$ cat config.mk
export PLATFORM = sky130hd
export DESIGN_NAME = regfile_wport_arb
export DESIGN_NICKNAME = d
export VERILOG_FILES = /design/src/rtl/regfile_wport_arb_pkg.sv /design/src/rtl/regfile_wport_arb_starve_cnt.sv /design/src/rtl/regfile_wport_arb.sv
export SDC_FILE = /design/constraint.sdc
export NUM_CORES = 1
export LEC_CHECK = 0
export BUFFER_PORTS_ARGS = -buffer_cell sky130_fd_sc_hd__buf_2
export CORE_ASPECT_RATIO = 0.7
export CORE_MARGIN = 4
export CORE_UTILIZATION = 45
export DETAILED_ROUTE_END_ITERATION = 8
export PLACE_DENSITY = 0.82
export SLEW_MARGIN = 0
export SYNTH_ARGS = -nofsm -noshare
export SYNTH_HDL_FRONTEND = slang
export SYNTH_SLANG_ARGS = --single-unit
$ cat constraint.sdc
create_clock -name clk -period 4.2 [get_ports clk]
set_clock_uncertainty 0.2 [all_clocks]
set_input_delay 0.63 -clock clk [delete_from_list [all_inputs] [get_ports clk]]
set_output_delay 0.63 -clock clk [all_outputs]
set_load 0.005 [all_outputs]
$ cat src/rtl/regfile_wport_arb_pkg.sv
// Shared constants and types for the regfile write-port arbiter.
// Holds the regfile bus widths, reset/write-enable encodings and the r0 helper.
package regfile_wport_arb_pkg;

  localparam int REG_W      = 32;
  localparam int REG_ADDR_W = 5;

  localparam logic [REG_W-1:0]      ZERO_WORD     = '0;
  localparam logic [REG_ADDR_W-1:0] NOP_REG_ADDR  = '0;
  localparam logic                  WRITE_ENABLE  = 1'b1;
  localparam logic                  WRITE_DISABLE = 1'b0;
  localparam logic                  RST_ENABLE    = 1'b1;
  localparam logic                  STOP          = 1'b1;
  localparam logic                  NO_STOP       = 1'b0;

  // r0 is hardwired to zero, so writes to it are swallowed here
  function automatic logic writes_r0(input logic [REG_ADDR_W-1:0] addr);
    return addr == NOP_REG_ADDR;
  endfunction

endpackage

$ cat src/rtl/regfile_wport_arb_starve_cnt.sv
// Saturating wait counter for port 1 plus the registered stall request.
// The counter restarts whenever port 1 is accepted or withdraws its request.
module regfile_wport_arb_starve_cnt
  import regfile_wport_arb_pkg::*;
#(
  parameter int STARVE_MAX = 4,
  parameter int CNT_W      = 4
) (
  input  logic clk,
  input  logic rst,
  input  logic wb1_valid,
  input  logic wb1_ready,
  output logic stallreq
);

  logic [CNT_W-1:0] cnt_q, cnt_d;
  logic             stallreq_q, stallreq_d;
  logic             waiting;

  assign waiting = wb1_valid && !wb1_ready;

  always_comb begin
    cnt_d      = '0;
    stallreq_d = NO_STOP;
    if (waiting) begin
      cnt_d = (cnt_q == CNT_W'(STARVE_MAX)) ? cnt_q : cnt_q + 1'b1;
      // Saturation keeps the request asserted while port 1 is still blocked
      stallreq_d = (cnt_d == CNT_W'(STARVE_MAX)) ? STOP : NO_STOP;
    end
  end

  always_ff @(posedge clk) begin
    if (rst == RST_ENABLE) begin
      cnt_q      <= '0;
      stallreq_q <= NO_STOP;
    end else begin
      cnt_q      <= cnt_d;
      stallreq_q <= stallreq_d;
    end
  end

  assign stallreq = stallreq_q;

endmodule

$ cat src/rtl/regfile_wport_arb.sv
// Fixed-priority arbiter for the regfile's single write port.
// Pipeline writeback always wins; the multi-cycle source is protected by a stall request.
module regfile_wport_arb
  import regfile_wport_arb_pkg::*;
#(
  parameter int STARVE_MAX = 4,
  parameter int CNT_W      = 4
) (
  input  logic                  clk,
  input  logic                  rst,
  input  logic                  wb0_we,
  input  logic [REG_ADDR_W-1:0] wb0_waddr,
  input  logic [REG_W-1:0]      wb0_wdata,
  input  logic                  wb1_valid,
  input  logic [REG_ADDR_W-1:0] wb1_waddr,
  input  logic [REG_W-1:0]      wb1_wdata,
  output logic                  wb1_ready,
  output logic                  we,
  output logic [REG_ADDR_W-1:0] waddr,
  output logic [REG_W-1:0]      wdata,
  output logic                  stallreq
);

  logic                  grant0;
  logic                  we_q, we_d;
  logic [REG_ADDR_W-1:0] waddr_q, waddr_d;
  logic [REG_W-1:0]      wdata_q, wdata_d;

  assign grant0    = wb0_we;
  assign wb1_ready = wb1_valid && !wb0_we && (rst != RST_ENABLE);

  always_comb begin
    we_d    = WRITE_DISABLE;
    waddr_d = waddr_q;
    wdata_d = wdata_q;
    if (grant0) begin
      we_d    = !writes_r0(wb0_waddr);
      waddr_d = wb0_waddr;
      wdata_d = wb0_wdata;
    end else if (wb1_ready) begin
      we_d    = !writes_r0(wb1_waddr);
      waddr_d = wb1_waddr;
      wdata_d = wb1_wdata;
    end
  end

  always_ff @(posedge clk) begin
    if (rst == RST_ENABLE) begin
      we_q    <= WRITE_DISABLE;
      waddr_q <= NOP_REG_ADDR;
      wdata_q <= ZERO_WORD;
    end else begin
      we_q    <= we_d;
      waddr_q <= waddr_d;
      wdata_q <= wdata_d;
    end
  end

  assign we    = we_q;
  assign waddr = waddr_q;
  assign wdata = wdata_q;

  regfile_wport_arb_starve_cnt #(
    .STARVE_MAX(STARVE_MAX),
    .CNT_W     (CNT_W)
  ) u_starve_cnt (
    .clk      (clk),
    .rst      (rst),
    .wb1_valid(wb1_valid),
    .wb1_ready(wb1_ready),
    .stallreq (stallreq)
  );

endmodule
==> impl_metrics.json <==
{
  "status": "finished, final reports clean",
  "layout_common_cells": "117 x sky130_fd_sc_hd__buf_2, 73 x sky130_fd_sc_hd__nand2_1, 43 x sky130_fd_sc_hd__dfxtp_1",
  "crit_slowest_cell": "sky130_fd_sc_hd__buf_4",
  "clock_tree.buffer_depth": 2,
  "start_util_pct": 46.6,
  "ys_types": 30,
  "cp_common_cell": "sky130_fd_sc_hd__buf_2",
  "crit_path_end_kind": "output port",
  "final_common_cell": "sky130_fd_sc_hd__buf_2",
  "max_stage_delay_ns": 0.43,
  "fin_area_sq_mm": 0.00272,
  "critical_path_peak_fanout": 40,
  "worst-setup-path-type": "in2out",
  "vias": 1932,
  "placedCellCount": 391,
  "first_iter_violations": 45,
  "crit_path_cell_trace": "buf_2 -> buf_4 -> nor3b_1 -> buf_2",
  "timing_hold_violations_final": 0,
  "synthesis.area_per_instance_sq_um": 8.66,
  "die_w_um": 88.0,
  "detail_route.drc_violations": 0,
  "vias_per_cell": 4.84,
  "post_route_wl_um": 5170,
  "cp.arrival_ns": 1.51,
  "vdd_ir_drop_max_mv": 0.172,
  "port_buffers": 117,
  "synth_xor_area_share_pct": 0.434,
  "fp.coreArea_sq_mm": 0.00433,
  "hold_class": "in2reg",
  "timing.critical_path.max_delay_family": "buffers and inverters",
  "synth_fa_ha_area_share_pct": 1.24,
  "finalWorstSetupSlack_ns": 1.86,
  "antenna_violations_before_repair": 0,
  "synth_compound_area_share_pct": 12.5,
  "dpl_cell_area_sq_mm": 0.00262,
  "finalSetupViolCount": 0,
  "cp.buffers_inverters": 3,
  "timing.final.crit_period_ns": 2.34,
  "clkSlewWorstSetupHoldPaths_ns": 0.08,
  "required_ns": 3.37,
  "dieHeight_um": 64.0,
  "tritoncts_buffers": 5,
  "antenna_cells": 0,
  "total_leakage_power_nw": 1.36,
  "die_area_sq_mm": 0.00564,
  "n_fill_cell": 399,
  "report.final.slew_viol_count": 0,
  "timing_worst_slew_pin_value_ns": 0.693,
  "multiInputGateArea_sq_mm": 0.00107,
  "postSynthNetCount": 313,
  "dp_hpwl_um": 3800,
  "max_capacitance_violation_count": 0,
  "cts_root_buf": "sky130_fd_sc_hd__clkbuf_8",
  "rows": 20,
  "clock_latency_ns": 0.29,
  "global_route.overflow_total": 0,
  "grt_util_all_layers_pct": 18.4,
  "sequential_cell_area_sq_um": 861,
  "grt_start_max_net_pins": 41,
  "post-place-ws_ns": 1.71,
  "post_cts_gate_resize_count": 0,
  "achievable-frequency_ghz": 0.427,
  "layoutNonFillerInstCount": 399,
  "cts_post_setup_buffers_inserted": 0,
  "cts-hold-fix-buffers": 0,
  "clock_sink_count": 43,
  "rsz0062_at_grt": "false",
  "power_density_mw_per_mm2": 321,
  "htree_num_levels": 2,
  "synth_cells": 233,
  "cp-start-kind": "primary input",
  "synth_simple_gate_area_share_pct": 17.7,
  "replace_congestion": 0.772,
  "synth.cell_area_sq_mm": 0.00202,
  "synth_top_family_by_area": "multiplexers",
  "global_route_wire_length_before_repair_um": 8200,
  "antenna_left": 0,
  "tritoncts": "yes",
  "final.period_utilization_pct": 55.7,
  "avgRoutedWirePerCell_um": 12.9,
  "drive_above_1_share_pct": 38.1,
  "tns_setup_ns": 0,
  "sequential_to_total_area_share_from_yosys_stat_pct": 42.7,
  "synth.area.mux_share_pct": 21.3,
  "number_of_global_route_vias_before_repair": 1748,
  "synth_seq_cells": 43,
  "timing.slew.headroom_pct": 53.8,
  "drt_pre_antenna_iters": 4,
  "yosys_warnings": 0,
  "layout-area-overhead-vs-synth_pct": 34.7,
  "top_level_ports": 118,
  "layout.nets": 423
}
## registers in the layout, summed over array words and instances (netlist names)
register	flops
wdata	32
waddr	5
we	1
u_starve_cnt.cnt_q	4
u_starve_cnt.stallreq	1
## power by group
group | switching, W | internal [W] | total (W)
Sequential | 0.0000110 | 0.000432 | 0.000443
Combinational | 0.0000715 | 0.0000780 | 0.000149
Clock | 0.000131 | 0.000150 | 0.000281
## cell usage after synthesis
master                       n  share of area, %
sky130_fd_sc_hd__nor2_1      4              0.74
sky130_fd_sc_hd__a211oi_1    1              0.37
sky130_fd_sc_hd__mux2_4      1              0.74
sky130_fd_sc_hd__nand2b_1    1              0.31
sky130_fd_sc_hd__dfxtp_1    43                43
sky130_fd_sc_hd__mux2_1     34                19
sky130_fd_sc_hd__nand2_1    73                14
sky130_fd_sc_hd__ha_1        2               1.2
sky130_fd_sc_hd__nand4b_1    1              0.43
sky130_fd_sc_hd__mux2_2      2               1.1
sky130_fd_sc_hd__a221oi_1    1              0.43
sky130_fd_sc_hd__nand3_2     1              0.50
sky130_fd_sc_hd__or4_1       1              0.37
sky130_fd_sc_hd__nor3b_1     1              0.37
sky130_fd_sc_hd__xnor2_1     1              0.43
sky130_fd_sc_hd__buf_4       1              0.37
sky130_fd_sc_hd__a21oi_1    36               8.9
sky130_fd_sc_hd__nand3b_1    2              0.74
sky130_fd_sc_hd__a2111oi_4   1               1.4
sky130_fd_sc_hd__buf_2       5               1.2
sky130_fd_sc_hd__nor4_1      1              0.31
sky130_fd_sc_hd__a31oi_1     1              0.31
sky130_fd_sc_hd__o22a_1      1              0.43
sky130_fd_sc_hd__o21bai_1    1              0.37
sky130_fd_sc_hd__nor2b_1     1              0.31
sky130_fd_sc_hd__clkbuf_1    7               1.3
sky130_fd_sc_hd__mux2i_1     1              0.50
sky130_fd_sc_hd__inv_1       4              0.74
sky130_fd_sc_hd__buf_1       3              0.56
sky130_fd_sc_hd__o21ai_1     1              0.25
## final timing paths
kind	depth (start not counted)	endpoint	slack, ns	from
max	4	wb1_ready	1.86	wb1_valid
min	3	wdata[10]	0.38	wb0_wdata[10]
max reg2reg	5	u_starve_cnt.stallreq	2.50	u_starve_cnt.cnt_q[0]
min reg2reg	2	waddr[3]	0.38	waddr[3]
## layout make-up
class,instances,share of cell area (%)
inverters,4,0.552
clock buffers,8,3.68
multi-input cells,170,39.5
flip-flops and latches,43,31.7
repair buffers,119,22.1
well taps,55,2.53
## per-stage QoR
| step | hold WS, ns | power [W] | utilization (%) |
|---|---|---|---|
| floorplan | 0.316 | 0.000530 | - |
| global placement | 0.347 | 0.000600 | 60.5 |
| detailed placement | 0.355 | 0.000603 | 60.5 |
| CTS | 0.371 | 0.000885 | 62.8 |
| global route | 0.374 | 0.000925 | 62.8 |
| finish | 0.379 | 0.000873 | 62.8 |
## metal layers
layer | track usage (%) | vias to the layer above | routed length (um)
met5 | 0 | - | 0
met3 | 5.93 | 5 | 492
li1 | - | 1001 | -
met2 | 30.3 | 73 | 2340
met4 | 5.66 | 0 | 52
met1 | 22.9 | 853 | 2280
## cell families after synthesis
group | Yosys count
flip-flops | 43
XOR/XNOR | 1
AO/OA/AOI/OAI | 43
multiplexers | 38
adder cells (fa/ha/maj) | 2
buffers and inverters | 20
AND/OR/NAND/NOR | 86
## worst min-delay path, stage by stage
cell,delay [ns]
sky130_fd_sc_hd__buf_2,0.09
sky130_fd_sc_hd__nand2_1,0.05
sky130_fd_sc_hd__a21oi_1,0.05
Note: power is estimated with default switching activity, not from simulation.
